**config.mk**
```make
export PLATFORM = sky130hd
export DESIGN_NAME = msg_scroller
export DESIGN_NICKNAME = d
export VERILOG_FILES = /design/src/rtl/msg_pkg.sv /design/src/rtl/press_repeat_gen.sv /design/src/rtl/msg_scroller.sv
export SDC_FILE = /design/constraint.sdc
export NUM_CORES = 1
export LEC_CHECK = 0
export ABC_AREA = 1
export CORE_ASPECT_RATIO = 2
export CORE_MARGIN = 2
export CORE_UTILIZATION = 60
export DETAILED_ROUTE_END_ITERATION = 6
export GPL_ROUTABILITY_DRIVEN = 0
export HOLD_SLACK_MARGIN = 0.12
export PLACE_DENSITY = 0.81
export SYNTH_ARGS = -nofsm -noshare
export SYNTH_HDL_FRONTEND = slang
export SYNTH_SLANG_ARGS = --single-unit
```
**constraint.sdc**
```tcl
create_clock -name clk -period 2.81 [get_ports clk]
set_input_delay 0.843 -clock clk [delete_from_list [all_inputs] [get_ports clk]]
set_output_delay 0.843 -clock clk [all_outputs]
set_load 0.01 [all_outputs]
```
**src/rtl/msg_pkg.sv**
```systemverilog
// Shared types and constants for the message scroller: buffer geometry,
// repeat FSM states, scroll directions and the power-on message.
package msg_pkg;

    localparam int unsigned MSG_DEPTH = 16;
    localparam int unsigned CHAR_W    = 4;
    localparam int unsigned WIN_CHARS = 4;
    localparam int unsigned PTR_W     = $clog2(MSG_DEPTH);
    localparam int unsigned WIN_W     = CHAR_W * WIN_CHARS;

    typedef enum logic [1:0] {
        IDLE,
        HELD,
        REPEAT
    } rpt_state_e;

    localparam logic DIR_FWD = 1'b0;
    localparam logic DIR_BWD = 1'b1;

    typedef logic [MSG_DEPTH-1:0][CHAR_W-1:0] msg_buf_t;

    // Identity message: entry i holds character i
    localparam msg_buf_t RESET_MSG = 64'hFEDC_BA98_7654_3210;

    // Window starting at p, first character in the top nibble, wrapping mod depth
    function automatic logic [WIN_W-1:0] window_of(input logic [PTR_W-1:0] p,
                                                   input msg_buf_t m);
        logic [WIN_W-1:0] w;
        logic [PTR_W-1:0] idx;
        w   = '0;
        idx = p;
        for (int unsigned k = 0; k < WIN_CHARS; k++) begin
            w   = {w[WIN_W-CHAR_W-1:0], m[idx]};
            idx = idx + PTR_W'(1);
        end
        return w;
    endfunction

endpackage

```
**src/rtl/press_repeat_gen.sv**
```systemverilog
// Button edge detection, hold counter and press/repeat FSM producing a shift strobe.
// Auto-repeat is compiled in only when MSG_SCROLLER_AUTO_REPEAT_EN is defined.
module press_repeat_gen
    import msg_pkg::*;
#(
    parameter int unsigned REPEAT_DLY = 2500000,
    parameter int unsigned REPEAT_PER = 1000000,
    parameter int unsigned CNT_W      = 22
) (
    input  logic clk,
    input  logic rst_n,
    input  logic button_i,
    output logic shift_c_o
);

`ifdef MSG_SCROLLER_AUTO_REPEAT_EN
    localparam bit AUTO_RPT = 1'b1;
`else
    localparam bit AUTO_RPT = 1'b0;
`endif

    logic             btn_q;
    logic             arm_q;
    rpt_state_e       state_q;
    logic [CNT_W-1:0] cnt_q;

    logic press_c;
    logic dly_hit_c;
    logic per_hit_c;

    // arm_q blocks a button that was already held when reset released
    assign press_c   = button_i & ~btn_q & arm_q;
    assign dly_hit_c = AUTO_RPT && (cnt_q == CNT_W'(REPEAT_DLY - 1));
    assign per_hit_c = (cnt_q == CNT_W'(REPEAT_PER - 1));

    assign shift_c_o = ((state_q == IDLE)   && press_c)
                    || ((state_q == HELD)   && button_i && dly_hit_c)
                    || ((state_q == REPEAT) && button_i && per_hit_c);

    always_ff @(posedge clk or negedge rst_n) begin
        if (!rst_n) begin
            btn_q   <= 1'b0;
            arm_q   <= 1'b0;
            state_q <= IDLE;
            cnt_q   <= '0;
        end else begin
            btn_q <= button_i;
            arm_q <= arm_q | ~button_i;
            case (state_q)
                IDLE: begin
                    if (press_c) begin
                        cnt_q   <= '0;
                        state_q <= HELD;
                    end
                end
                HELD: begin
                    if (!button_i) begin
                        state_q <= IDLE;
                    end else if (dly_hit_c) begin
                        cnt_q   <= '0;
                        state_q <= REPEAT;
                    end else begin
                        cnt_q <= cnt_q + CNT_W'(1);
                    end
                end
                REPEAT: begin
                    if (!button_i) begin
                        state_q <= IDLE;
                    end else if (per_hit_c) begin
                        cnt_q <= '0;
                    end else begin
                        cnt_q <= cnt_q + CNT_W'(1);
                    end
                end
                default: state_q <= IDLE;
            endcase
        end
    end

endmodule

```
**src/rtl/msg_scroller.sv**
```systemverilog
// Loadable 16-character message buffer with a bidirectional 4-character window.
// Hold-to-repeat scrolling is enabled by defining MSG_SCROLLER_AUTO_REPEAT_EN.
module msg_scroller
    import msg_pkg::*;
#(
    parameter int unsigned REPEAT_DLY = 2500000,
    parameter int unsigned REPEAT_PER = 1000000,
    parameter int unsigned CNT_W      = 22
) (
    input  logic              clk,
    input  logic              reset,
    input  logic              button,
    input  logic              dir,
    input  logic              wr_en,
    input  logic [PTR_W-1:0]  wr_addr,
    input  logic [CHAR_W-1:0] wr_data,
    output logic [WIN_W-1:0]  current_msg,
    output logic [PTR_W-1:0]  ptr,
    output logic              shift_pulse
);

    msg_buf_t         mem_q, mem_d;
    logic [PTR_W-1:0] ptr_q, ptr_d;
    logic [WIN_W-1:0] msg_q;
    logic             pulse_q;
    logic             shift_c;

    press_repeat_gen #(
        .REPEAT_DLY (REPEAT_DLY),
        .REPEAT_PER (REPEAT_PER),
        .CNT_W      (CNT_W)
    ) u_press (
        .clk       (clk),
        .rst_n     (reset),
        .button_i  (button),
        .shift_c_o (shift_c)
    );

    // Pointer move and buffer write are independent and may coincide
    always_comb begin
        ptr_d = ptr_q;
        mem_d = mem_q;
        if (shift_c) begin
            case (dir)
                DIR_FWD: ptr_d = ptr_q + PTR_W'(1);
                DIR_BWD: ptr_d = ptr_q - PTR_W'(1);
                default: ptr_d = ptr_q;
            endcase
        end
        if (wr_en) begin
            mem_d[wr_addr] = wr_data;
        end
    end

    // Window is rebuilt from registered state only, so it never shows a partial update
    always_ff @(posedge clk or negedge reset) begin
        if (!reset) begin
            mem_q   <= RESET_MSG;
            ptr_q   <= '0;
            msg_q   <= window_of(PTR_W'(0), RESET_MSG);
            pulse_q <= 1'b0;
        end else begin
            mem_q   <= mem_d;
            ptr_q   <= ptr_d;
            msg_q   <= window_of(ptr_q, mem_q);
            pulse_q <= shift_c;
        end
    end

    assign current_msg = msg_q;
    assign ptr         = ptr_q;
    assign shift_pulse = pulse_q;

endmodule

```
==> flow_metrics.py, run 1 <==
metrics = {
    "sta": {
        "final_max_slew_viol_count": 0,
        "max_freq_mhz": 397,
        "worst_pin_slew_ns": 0.560,
        "period_minus_slack_ns": 2.52,
        "setup_viol": 0,
        "min_period_over_period_pct": 89.7,
        "rsz0062_at_grt": "false",
        "relSlewSlack_pct": 62.7,
        "fin_setup_tns_ns": 0,
        "hold_viol_final": 0,
        "skew_ns": 0.00612,
    },
    "cts": {
        "cts_buffer_depth": 2,
        "cts_tree": "built",
        "cts_setup_buffers": 0,
        "post_cts_resized": 0,
        "worstSkewPairLatency_ns": 0.35,
        "cts_buffers": 9,
        "cts_sinks": 88,
        "path_clk_slew_ns": 0.07,
        "cts_hold_buf": 0,
        "cts-htree-levels": 3,
        "cts-root-buf": "clkbuf_16",
    },
    "cells_and_area": {
        "n_antenna_cell": 0,
        "regArea_um2": 2250,
        "utilization_pct": 68.4,
        "fillerInstances": 775,
        "syn2layout_area_growth_pct": 12.5,
        "multi_input_area_um2": 2700,
        "drive_above_1_share_pct": 9.85,
        "fin_nets": 827,
    },
    "grt": {
        "grt_pass1_wl_um": 26500,
        "grt_pass1_vias": 5239,
        "antenna_found_initial": 0,
        "overflow": 0,
        "grt_max_degree": 61,
        "grt_usage_pct": 35.1,
    },
    "critical_path": {
        "critical_path_class": "flip-flop to flip-flop",
        "required_ns": 3.10,
        "cpMostUsedCell": "nand2_1",
        "path_buf_inv": 3,
        "cp_max_fo": 35,
        "path_cells": "clkinv_1, ha_1, inv_4, nand2_1, nand2_4, inv_4, nand2_1, nand3_1, nand2_1, nand2_1, nand2_1",
        "cp_slowest_stage_delay_ns": 0.53,
        "end_kind": "flip-flop",
        "cpLargestDelayFamily": "simple AND/OR/NAND/NOR gates",
        "cp_data_arrival_time_ns": 2.81,
        "start_kind": "flip-flop",
        "crit_path_top_delay_cell": "ha_1",
    },
    "yosys": {
        "syn-mean-instance-area_um2": 6.90,
        "synth_edf_count": 0,
        "yosysUniqueCellTypes": 26,
        "synthesis.instances": 783,
        "synth_fp_nets": 803,
        "ys_async_sr_fraction_pct": 100,
        "synthFlopType": "dfrtp_1",
        "yosysSeqAreaShare_pct": 41.6,
        "ys_seq_elements": 88,
        "yosys_warnings": 0,
        "synth_area_um2": 5400,
    },
    "die": {
        "num_rows": 49,
        "die_w_um": 71.1,
        "core-area_um2": 8890,
        "dieArea_um2": 9830,
        "start_util_pct": 60.8,
        "die_h_um": 138,
        "ios": 34,
    },
    "drt": {
        "drt_pass1_iterations": 6,
        "avgViaCountPerCell": 6.07,
        "wl_um": 16500,
        "drc": 0,
        "num_vias": 5546,
        "wire_per_inst_um": 18.0,
        "postRouteAntennaNets": 0,
        "drt_iter0_drc": 638,
    },
    "outcome": {
        "outcome": "complete, no violations",
    },
    "power_and_ir_drop": {
        "max-vdd-ir-drop_mv": 0.756,
        "leakage_nw": 2.94,
        "power_density_nw_per_um2": 1470,
    },
    "placement": {
        "io_buffers": 33,
        "hpwl_um": 12100,
    },
    "job": {
        "max_cap_viol_count": 0,
    },
    "worst_hold_path": {
        "holdCritPathClass": "primary input to async pin",
    },
}
-- metrics by stage --
stage	instance area (um^2)	setup slack, ns	hold slack [ns]	cells	power [mW]
floorplan	5400	0.571	0.440	783	5.82
global placement	5760	0.412	0.458	898	7.21
global route	6080	0.125	0.496	914	9.54
CTS	6080	0.369	0.477	914	8.67
finish	6080	0.290	0.476	914	8.91
detailed placement	5760	0.384	0.461	898	7.34
-- report_power, final --
part	switching [mW]	total, mW	internal [mW]
logic	3.77	5.61	1.84
registers	0.252	1.99	1.74
clock network	0.524	1.31	0.786
-- layout make-up --
cell class	instances	share of cell area, %
multi-input combinational	599	44.3
timing repair buffer	48	7.45
sequential	88	37.0
tap	102	2.10
clock buffer	10	3.77
inverter	61	3.85
clock inverter	6	1.52
-- placed cells by master (no fill, tap or decap), drive strengths merged --
master	count
a21oi	4
buf	16
bufinv	2
clkbuf	10
clkdlybuf4s50	32
clkinv	1
clkinvlp	2
dfrtp	52
dfstp	36
ha	7
inv	62
nand2	313
nand3	149
nor2	15
nor3	2
o21a	4
o21ai	102
or2	1
xnor2	1
xor2	1
-- path summary, 6_finish.rpt --
| check | from | endpoint | slack (ns) | depth (start not counted) |
|---|---|---|---|---|
| setup / recovery | ptr[1]$_DFFE_PN0P_ | current_msg[5]$_DFF_PN1_ | 0.29 | 11 |
| hold / removal | reset | mem_q[40]$_DFFE_PN0P_ | 0.48 | 1 |
| max in group asynchronous | reset | mem_q[52]$_DFFE_PN1P_ | 1.62 | 2 |
| hold reg to reg | u_press.arm_q$_DFF_PN0_ | u_press.arm_q$_DFF_PN0_ | 0.48 | 1 |
| min in group clk | u_press.arm_q$_DFF_PN0_ | u_press.arm_q$_DFF_PN0_ | 0.48 | 1 |
| setup reg to reg | ptr[1]$_DFFE_PN0P_ | current_msg[5]$_DFF_PN1_ | 0.29 | 11 |
-- synthesized netlist by cell type, types with 2 or more instances --
| cell | instances | area (um^2) |
|---|---|---|
| o21a_1 | 4 | 30.0 |
| a21oi_1 | 4 | 20.0 |
| clkbuf_1 | 6 | 22.5 |
| buf_6 | 8 | 90.1 |
| ha_1 | 7 | 87.6 |
| dfrtp_1 | 52 | 1300 |
| buf_4 | 5 | 37.5 |
| nand2_1 | 309 | 1160 |
| inv_2 | 3 | 11.3 |
| inv_1 | 55 | 206 |
| nand3_1 | 149 | 746 |
| inv_4 | 2 | 12.5 |
| nor3_1 | 2 | 10.0 |
| dfstp_2 | 36 | 946 |
| nand2_2 | 3 | 18.8 |
| buf_1 | 3 | 11.3 |
| nor2_1 | 15 | 56.3 |
| buf_2 | 13 | 65.1 |
| o21ai_1 | 14 | 70.1 |
| o21ai_0 | 87 | 435 |
-- per-layer routing --
metal | track usage [%] | wire, um | vias to the layer above
met5 | 0 | 0 | -
met4 | 20.9 | 1140 | 0
met3 | 6.85 | 1340 | 74
met2 | 59.5 | 8270 | 318
met1 | 39.8 | 5740 | 2564
li1 | - | - | 2590
-- cells by family after synthesis --
kind of cell / share of synthesized area (%)
buf+inv: 8.52
fa+ha+maj: 1.62
simple gates: 37.2
compound gates: 10.4
flops: 41.6
xor+xnor: 0.672
-- state kept, by name, summed over array words and instances (netlist names) --
signal	count
u_press.state_q	1
u_press.btn_q	1
mem_q	64
current_msg	16
u_press.arm_q	1
ptr	4
shift_pulse	1
(Power assumes the default switching activity.)
==> run 2, diff against run 1 <==
--- a/config.mk
+++ b/config.mk
@@ -6,7 +6,7 @@
 export NUM_CORES = 1
 export LEC_CHECK = 0
 export ABC_AREA = 1
-export CORE_ASPECT_RATIO = 2
+export CORE_ASPECT_RATIO = 0.7
 export CORE_MARGIN = 2
 export CORE_UTILIZATION = 60
 export DETAILED_ROUTE_END_ITERATION = 6
==> flow_metrics.py, run 2 (synthesized netlist as in run 1, its figures left out) <==
metrics = {
    "cells_and_area": {
        "final_cell_area_um2": 6060,
        "largest-register": "mem_q",
        "largest_reg_flops": 64,
        "final_common_cell": "nand2_1",
        "fin_nets": 825,
        "drive_above_1_share_pct": 9.75,
        "syn2layout_area_growth_pct": 12.1,
        "n_antenna_cell": 0,
        "utilization_pct": 70.6,
        "final_cells": 930,
        "final_cell_mix": "nand2_1 (309), nand3_1 (149), o21ai_0 (87), inv_1 (55), dfrtp_1 (51)",
    },
    "power_and_ir_drop": {
        "p_int_mw": 4.18,
        "total_power_mw": 8.71,
        "pwr-share-seq_pct": 22.9,
        "leakage_nw": 2.92,
        "power_density_nw_per_um2": 1440,
        "power_frac_clock_pct": 13.4,
        "p_sw_share_pct": 52.0,
        "comb_power_share_pct": 63.6,
        "max-vdd-ir-drop_mv": 0.810,
        "p_switching_mw": 4.53,
    },
    "sta": {
        "period_minus_slack_ns": 2.48,
        "final_max_slew_viol_count": 0,
        "relSlewSlack_pct": 62.1,
        "holdWs_ns": 0.422,
        "min_period_over_period_pct": 88.2,
        "fin_setup_tns_ns": 0,
        "worst_pin_slew_ns": 0.567,
        "setup_viol": 0,
        "rsz0062_at_grt": "false",
        "skew_ns": 0.0106,
        "hold_viol_final": 0,
        "max_freq_mhz": 404,
        "fin_ws_ns": 0.332,
    },
    "critical_path": {
        "cp.depth": 8,
        "cp_slowest_stage_delay_ns": 0.59,
        "cp_data_arrival_time_ns": 2.70,
        "r2r-start": "ptr[1]$_DFFE_PN0P_",
        "path_cells": "clkinv_1, ha_1, xnor2_4, inv_1, nand3_1, nand2_1, nand3_1, nand2_1",
        "path_buf_inv": 2,
        "cp_max_fo": 10,
        "end_kind": "flip-flop",
        "cpLargestDelayFamily": "adder cells",
        "required_ns": 3.04,
        "critical_path_class": "flip-flop to flip-flop",
        "ff2ff_path_depth": 8,
        "crit_path_top_delay_cell": "ha_1",
        "r2r_slack_ns": 0.33,
        "reg2reg_to": "current_msg[2]$_DFF_PN0_",
        "start_kind": "flip-flop",
    },
    "placement": {
        "placed_area_um2": 5770,
        "pre_cts_ws_ns": 0.291,
        "dp.cells": 914,
        "hpwl_um": 11500,
        "io_buffers": 33,
    },
    "grt": {
        "grt_pass1_vias": 5077,
        "grt_pass1_wl_um": 26000,
        "antenna_found_initial": 0,
        "grt_usage_pct": 33.9,
        "overflow": 0,
        "grt_max_degree": 59,
    },
    "drt": {
        "avgViaCountPerCell": 6.01,
        "drc": 14,
        "num_vias": 5588,
        "wl_um": 16200,
        "drt_pass1_iterations": 7,
        "postRouteAntennaNets": 0,
        "drt_iter0_drc": 1040,
        "wire_per_inst_um": 17.5,
    },
    "die": {
        "dieArea_um2": 9790,
        "die_w_um": 117,
        "num_rows": 28,
        "die_h_um": 83.4,
        "start_util_pct": 63.0,
        "ios": 34,
        "core-area_um2": 8580,
    },
    "cts": {
        "cts-htree-levels": 3,
        "cts_hold_buf": 0,
        "cts_buffers": 9,
        "cts_buffer_depth": 2,
        "cts_sinks": 88,
        "cts_setup_buffers": 0,
        "post_cts_resized": 0,
        "cts-root-buf": "clkbuf_16",
        "worstSkewPairLatency_ns": 0.35,
        "path_clk_slew_ns": 0.07,
        "cts_tree": "built",
    },
    "outcome": {
        "outcome": "complete, but fails checks",
        "violations": "design-rule violations",
    },
    "worst_hold_path": {
        "holdCritPathClass": "primary input to async pin",
    },
    "job": {
        "max_cap_viol_count": 0,
    },
}
## run 2: cell count changes in the layout (fill, tap and decap cells not counted), sizes merged
| cell | change |
|---|---|
| bufinv | -2 |
| buf | -2 |
| clkinv | +2 |
## run 2: worst max-delay path by stage
stage / endpoint / slack [ns] / from
6_report: current_msg[2]$_DFF_PN0_ / 0.33 / ptr[1]$_DFFE_PN0P_
5_1_grt: current_msg[2]$_DFF_PN0_ / 0.23 / ptr[1]$_DFFE_PN0P_
4_1_cts: current_msg[2]$_DFF_PN0_ / 0.43 / ptr[1]$_DFFE_PN0P_
3_5_place_dp: mem_q[14]$_DFFE_PN0P_ / 0.29 / wr_en
3_3_place_gp: mem_q[0]$_DFFE_PN0P_ / 0.37 / wr_en
2_1_floorplan: current_msg[4]$_DFF_PN0_ / 0.57 / ptr[1]$_DFFE_PN0P_
## run 2: final cells by class
| type | instances | area [um^2] |
|---|---|---|
| multi-input cells | 599 | 2700 |
| fillers | 707 | 2520 |
| clock buffers | 10 | 239 |
| inverters | 61 | 234 |
| well taps | 120 | 150 |
| flip-flops and latches | 88 | 2250 |
| repair buffers | 46 | 438 |
| clock inverters | 6 | 52.6 |
## run 2: routing by layer
layer / vias up / track usage, % / part of all wire [%]
li1: 2594 / - / -
met1: 2583 / 48.2 / 41
met2: 351 / 50.6 / 43
met3: 60 / 9.27 / 14
met4: 0 / 10.7 / 2.8
met5: - / 0 / 0
## run 2: worst reg2reg max path, cell delays in order, from the launching register on
cell and delay (ns):
dfrtp_1 0.35, clkinv_1 0.22, ha_1 0.59, xnor2_4 0.49
inv_1 0.27, nand3_1 0.20, nand2_1 0.07, nand3_1 0.09
nand2_1 0.07
## run 2: power by group through the flow
stage	combinational [mW]	clock (mW)	sequential [mW]
2_1_floorplan	3.82	0	2.00
3_3_place_gp	5.13	0	1.98
3_5_place_dp	5.27	0	2.00
4_1_cts	5.31	1.17	1.98
5_1_grt	6.04	1.22	2.04
6_report	5.54	1.17	2.00
